--- config.mk ---
export PLATFORM = sky130hd
export DESIGN_NAME = present_encryptor_ctrl
export DESIGN_NICKNAME = d
export VERILOG_FILES = /design/src/rtl/present_encryptor_ctrl.sv
export SDC_FILE = /design/constraint.sdc
export NUM_CORES = 1
export LEC_CHECK = 0
export CORE_MARGIN = 1.5
export CORE_UTILIZATION = 40
export DETAILED_ROUTE_END_ITERATION = 16
export GPL_TIMING_DRIVEN = 0
export PLACE_DENSITY_LB_ADDON = 0.3
export RECOVER_POWER = 50
export SLEW_MARGIN = 20
export SYNTH_ARGS = -nofsm -noshare
export SYNTH_HDL_FRONTEND = slang
export SYNTH_SLANG_ARGS = --single-unit
--- constraint.sdc ---
create_clock -name clk_i -period 2.3 [get_ports clk_i]
set_input_delay 0.345 -clock clk_i [delete_from_list [all_inputs] [get_ports clk_i]]
set_output_delay 0.345 -clock clk_i [all_outputs]
set_load 0.01 [all_outputs]
--- src/rtl/present_encryptor_ctrl.sv ---
// present_encryptor_ctrl: sequencer for the PRESENT-80 encryptor core.
// Caches a key, reloads it before every block, then loads the plaintext,
// waits out the core rounds and holds the ciphertext until it is taken.
//
// Ports:
//   clk_i, rst_i                 clock, synchronous active-high reset
//   key_i/key_valid_i/key_ready_o   80-bit key handshake from host
//   pt_i/pt_valid_i/pt_ready_o      64-bit plaintext handshake from host
//   ct_o/ct_valid_o/ct_ready_i      64-bit ciphertext handshake to consumer
//   busy_o                       block in flight
//   core_data_o                  core data_i (key or zero-extended block)
//   core_key_load_o              core key_load strobe
//   core_data_load_o             core data_load strobe
//   core_data_i                  core data_o (ciphertext)

module present_encryptor_ctrl #(
   parameter int CORE_LAT = 31,
   parameter int CNT_W    = $clog2(CORE_LAT + 1)
) (
   input  logic        clk_i,
   input  logic        rst_i,
   input  logic [79:0] key_i,
   input  logic        key_valid_i,
   output logic        key_ready_o,
   input  logic [63:0] pt_i,
   input  logic        pt_valid_i,
   output logic        pt_ready_o,
   output logic [63:0] ct_o,
   output logic        ct_valid_o,
   input  logic        ct_ready_i,
   output logic        busy_o,
   output logic [79:0] core_data_o,
   output logic        core_key_load_o,
   output logic        core_data_load_o,
   input  logic [63:0] core_data_i
);

   typedef enum logic [2:0] {
      IDLE,
      LOADK,
      LOADD,
      RUN,
      DONE
   } state_e;

   localparam logic [CNT_W-1:0] CntLast = CNT_W'(CORE_LAT - 1);

   state_e           state_q, state_d;
   logic [CNT_W-1:0] cnt_q, cnt_d;
   logic             cached_q, cached_d;
   logic [79:0]      key_q, key_d;
   logic [63:0]      pt_q, pt_d;
   logic [63:0]      ct_q, ct_d;
   logic             ctv_q, ctv_d;

   logic             idle;
   logic             key_xfer;
   logic             pt_xfer;

   assign idle        = (state_q == IDLE);
   assign key_ready_o = idle;
   // A key arriving this cycle may unlock the block in the same cycle.
   assign pt_ready_o  = idle & (cached_q | key_valid_i);
   assign key_xfer    = key_valid_i & key_ready_o;
   assign pt_xfer     = pt_valid_i & pt_ready_o;

   assign busy_o     = ~idle;
   assign ct_o       = ct_q;
   assign ct_valid_o = ctv_q;

   always_ff @(posedge clk_i) begin
      if (rst_i) begin
         state_q  <= IDLE;
         cnt_q    <= '0;
         cached_q <= 1'b0;
         key_q    <= '0;
         pt_q     <= '0;
         ct_q     <= '0;
         ctv_q    <= 1'b0;
      end else begin
         state_q  <= state_d;
         cnt_q    <= cnt_d;
         cached_q <= cached_d;
         key_q    <= key_d;
         pt_q     <= pt_d;
         ct_q     <= ct_d;
         ctv_q    <= ctv_d;
      end
   end

   always_comb begin
      state_d          = state_q;
      cnt_d            = cnt_q;
      cached_d         = cached_q;
      key_d            = key_q;
      pt_d             = pt_q;
      ct_d             = ct_q;
      ctv_d            = ctv_q;
      core_data_o      = '0;
      core_key_load_o  = 1'b0;
      core_data_load_o = 1'b0;

      unique case (state_q)
         IDLE: begin
            if (key_xfer) begin
               key_d    = key_i;
               cached_d = 1'b1;
            end
            if (pt_xfer) begin
               pt_d    = pt_i;
               state_d = LOADK;
            end
         end
         // The core consumes its key register during the rounds,
         // so the cached key is pushed again for every block.
         LOADK: begin
            core_key_load_o = 1'b1;
            core_data_o     = key_q;
            state_d         = LOADD;
         end
         LOADD: begin
            core_data_load_o = 1'b1;
            core_data_o      = {16'h0, pt_q};
            cnt_d            = '0;
            state_d          = RUN;
         end
         RUN: begin
            cnt_d = cnt_q + CNT_W'(1);
            if (cnt_q == CntLast) begin
               ct_d    = core_data_i;
               ctv_d   = 1'b1;
               state_d = DONE;
            end
         end
         DONE: begin
            if (ct_ready_i) begin
               ctv_d   = 1'b0;
               state_d = IDLE;
            end
         end
         default: state_d = IDLE;
      endcase
   end

endmodule
* Word-level counts from Yosys, hierarchy flattened
Cells that the tools add are included.
Word-level totals: register bits 218, input port bits 213, word-level logic and storage cells 40
Operators by class: $add $sub $neg 1, equal/unequal tests 8, muxes and demuxes 11, bitwise logic cells 5, reductions and logical operators 8
Operators with widths (number):
- one-hot mux 80 bit (2 select lines) | 1
- one-hot mux 3 bit (5 select lines) | 1
- one-hot mux 5 bit (2 select lines) | 1
- 2-to-1 mux 3 bit | 3
- equality test 3 x 2 -> 1 bit (second input constant) | 2
- AND reduction 2 bit | 3
- AND reduction 3 bit | 2
- adder 5 x 1 -> 5 bit (second input constant) | 1
- equality test 5 bit (second input constant) | 1
- 2-to-1 mux 1 bit | 4
- != test 2 bit (second input constant) | 2
- nonzero test 2 bit | 2
- AND 1 bit | 3
- equality test 3 x 1 -> 1 bit (second input constant) | 1
- equality test 3 bit (second input constant) | 1
- logical NOT 3 bit | 1
- != test 2 x 1 -> 1 bit (second input constant) | 1
- one-hot mux 1 bit (2 select lines) | 1
- inverter 1 bit | 1
- OR 1 bit | 1

* Longest topological paths before layout
depth after elaboration 5, depth in mapped cells 8

* Worst setup path after synthesis
No wires, ideal clock.
kind reg-to-output, start point reg state_q[2], end point out core_data_o[10], arrival 1.347 ns, data required time 1.955 ns, slack 0.608 ns, stages on the path, launching flop included 6, buffers on the path 2, cell sequence dfxtp_1 > buf_4 > nand2b_1 > nor2_1 > clkbuf_1 > a22o_1
Between the ends: longest elaborated chain between the ends 2
RTL lines:
- start: declaration | line 48 | state_e state_q, state_d;
- start signal: assignment | line 81 | state_q <= state_d;
- equality test 3 x 2 -> 1 bit or equality test 3 x 1 -> 1 bit (tied branches) | line 103 | unique case (state_q)
- one-hot mux 80 bit (2 select lines) * | line 103
- end: declaration | line 32 | output logic [79:0] core_data_o,
Mark *: on every way between the ends. The rest lies on a longest branch, timed or not.

* Final worst setup path
start point reg state_q[2], end point out core_data_o[59]
The elaborated chain is that of the path after synthesis.

==> results.cfg <==
[layout]
final.fill_count = 1950
antennaDiodeCount = 0
drive_above_1_share_pct = 14.1
fin_nets = 1741
area_growth_pct = 55.5
final_cell_area_sq_mm = 0.0144

[global_routing]
grt_usage_pct = 28.6
grt_antenna_before_repair = 0
grt_pass1_vias = 9955
overflow = 0
grt_max_degree = 13
grt_pass1_wl_um = 54500

[clock_tree]
cts_tree = built
clkSlewWorstSetupHoldPaths_ns = 0.06
ctsLongestPathBuffers = 3
numCtsBuffers = 24
clock-sinks = 218
ctsRootBufferMaster = clkbuf_16
clk_latency_ns = 0.52
cts_max_level = 1

[power]
peakVddDrop_mv = 0.466
power_frac_clock_pct = 39.2
p_total_mw = 9.72
p_sw_mw = 2.55
swShare_pct = 26.2
power.leakage_nw = 5.35
p_int_mw = 7.17
p_seq_share_pct = 41.8
power_density_mw_per_mm2 = 676
p_comb_share_pct = 18.9

[detailed_routing]
drt-pass1-iter-count = 5
ant_nets = 0
wire_per_inst_um = 19.9
vias_per_cell = 5.61
totalWireLength_um = 36300
drc = 0
num_vias = 10200
drt_iter0_drc = 748

[sta]
tightestPinTransition_ns = 0.752
finalHoldViolCount = 0
relSlewSlack_pct = 49.9
setup_viol = 22
setup_slack_ns = -0.0941
fin_crit_ns = 2.39
whs_ns = 0.373
clock.fmax_mhz = 418
skew_ns = 0.0190
rsz0062_at_grt = true
setup_tns_ns = -1.10
finalCritPeriodShare_pct = 104
final_max_slew_viol_count = 0

[place]
placed_area_sq_mm = 0.0132
gp_congestion = 0.859
dp_slack_ns = -0.529
dp_hpwl_um = 25700
port_buffers = 361

[synthesis]
synth.top_cells.by_area = dfxtp_1 47%, a21oi_1 11%, o21ai_0 7.0%, nand2_1 6.7%, nand4b_1 6.2%
synth_nets = 1321
synth_edf_count = 0
synth_flop_cell = dfxtp_1
synth_most_common_cell = dfxtp_1
ys_ff_latch = 218
synth_area_sq_mm = 0.00925
async_reset_ff_share_pct = 0
yosysSeqAreaShare_pct = 47.2
synth_cell_types = 34
synth_top_area_share_pct = 47.2
syn_inst = 1106
netlist_top_cells_count = 218 x dfxtp_1, 211 x a21oi_1, 164 x nand2_1
yosys.area.top_type = dfxtp_1
yosys_warnings = 0
avgSynthCellArea_sq_um = 8.36

[worst_hold_path]
min_path_type = in -> reg

[run_status]
violations = negative setup slack
status = complete, but fails checks

[floorplanning]
start_util_pct = 40.9
die_w_um = 155
core_sq_mm = 0.0226
die_h_um = 155
io_pins = 363
num_rows = 55
dieArea_sq_mm = 0.0240

[critical_path]
cp-start-kind = register
path_max_fanout = 5
crit_type = reg -> out
path_cells = buf_6, nand2b_4, nor2_4, buf_12, buf_12, buf_12, buf_12, buf_6, a22o_1, buf_2
cp-end-kind = output pin
slowest_stage = dfxtp_4
cp_slowest_stage_delay_ns = 0.35
path_common_cell = buf_12
arrival_ns = 2.05
cp.required_ns = 1.96

[flow_run]
drv_cap = 0
[state kept, by name, summed over array words and instances, names as in the netlist]
name / cells
key_q: 80
ct_o: 64
ct_valid_o: 1
pt_q: 64
cached_q: 1
state_q: 3
cnt_q: 5
[power groups by stage]
stage / logic, mW / registers (mW) / clock network (mW)
3_3_place_gp: 1.59 / 4.13 / 0
3_5_place_dp: 1.61 / 4.14 / 0
5_1_grt: 1.96 / 4.08 / 4.02
4_1_cts: 1.78 / 4.06 / 3.84
2_1_floorplan: 0.806 / 4.11 / 0
6_report: 1.84 / 4.07 / 3.81
[worst paths after layout]
path,start,end,slack [ns],cells past startpoint
max,state_q[2],core_data_o[59],-0.09,10
max reg2reg,state_q[2],ct_o[33],0.19,7
min,key_i[63],key_q[63],0.37,3
min reg2reg,key_q[76],key_q[76],0.45,2
[placed cells by master (no fill, tap or decap), types with 2 or more instances in the layout]
cell / n
clkdlybuf4s50_1: 276
dfxtp_1: 215
a21oi_1: 211
nand2_1: 164
o21ai_0: 129
clkbuf_1: 80
buf_2: 78
nand4b_1: 65
nand4_1: 64
a22o_1: 63
buf_6: 39
clkbuf_16: 31
and2_1: 17
buf_4: 17
clkbuf_8: 10
buf_8: 9
clkbuf_2: 9
buf_12: 8
nor2_1: 7
nand3_1: 7
a31oi_1: 4
nand3b_1: 4
clkinv_2: 4
dlygate4sd2_1: 3
or3_1: 2
ha_1: 2
dfxtp_4: 2
[what timing repair did]
| item | in CTS | in global routing |
|---|---|---|
| endpoints found under the setup margin | 85 | 81 |
| pin swaps | 13 | 29 |
| hold buffers | 0 | 0 |
| gates resized for setup | 356 | 85 |
| setup buffers | 23 | 5 |
| gates cloned | 5 | 4 |
[logic make-up after synthesis]
family | Yosys count | share of synthesized area [%]
DFF | 218 | 47.2
and+or+nand+nor | 340 | 20.2
buffers and inverters | 134 | 7.30
adders and majority gates | 2 | 0.270
AOI/OAI and AO/OA | 411 | 25.0
xor gates and xnor gates | 1 | 0.0947
[worst max-delay path: cells and delay by family (launching register included)]
family | cells | cell delay (ns)
AOI/OAI and AO/OA | 1 | 0.19
buffers and inverters | 7 | 0.84
DFF | 1 | 0.35
and+or+nand+nor | 2 | 0.16
[area by class of cell]
class / count / area, sq um / area share [%]
plain buffers: 131 / 908 / 6.32
clock buffers: 37 / 731 / 5.08
clock inverters: 5 / 50.0 / 0.348
inverters: 2 / 10.0 / 0.0696
multi-input cells: 754 / 4250 / 29.5
flip-flops and latches: 218 / 4370 / 30.4
well taps: 285 / 357 / 2.48
repair buffers: 395 / 3710 / 25.8
[per-stage QoR]
step                      cells  util, %
final                      1827     63.5
after global routing       1827     63.5
after CTS                  1820     63.4
after detailed placement   1752     58.4
after global placement     1752     58.4
after floorplan            1106        -
[routing by layer]
layer  GRT usage, %  vias to the layer above  wire length [um]  share of wire (%)
met5              0                        -                 0                  0
met4           9.48                        0              1390                3.8
met3           7.16                       85              3200                8.8
met2           49.2                      426             17500                 48
met1           34.8                     4882             14200                 39
li1               -                     4850                 -                  -
Note: power is estimated with default switching activity, not from simulation.
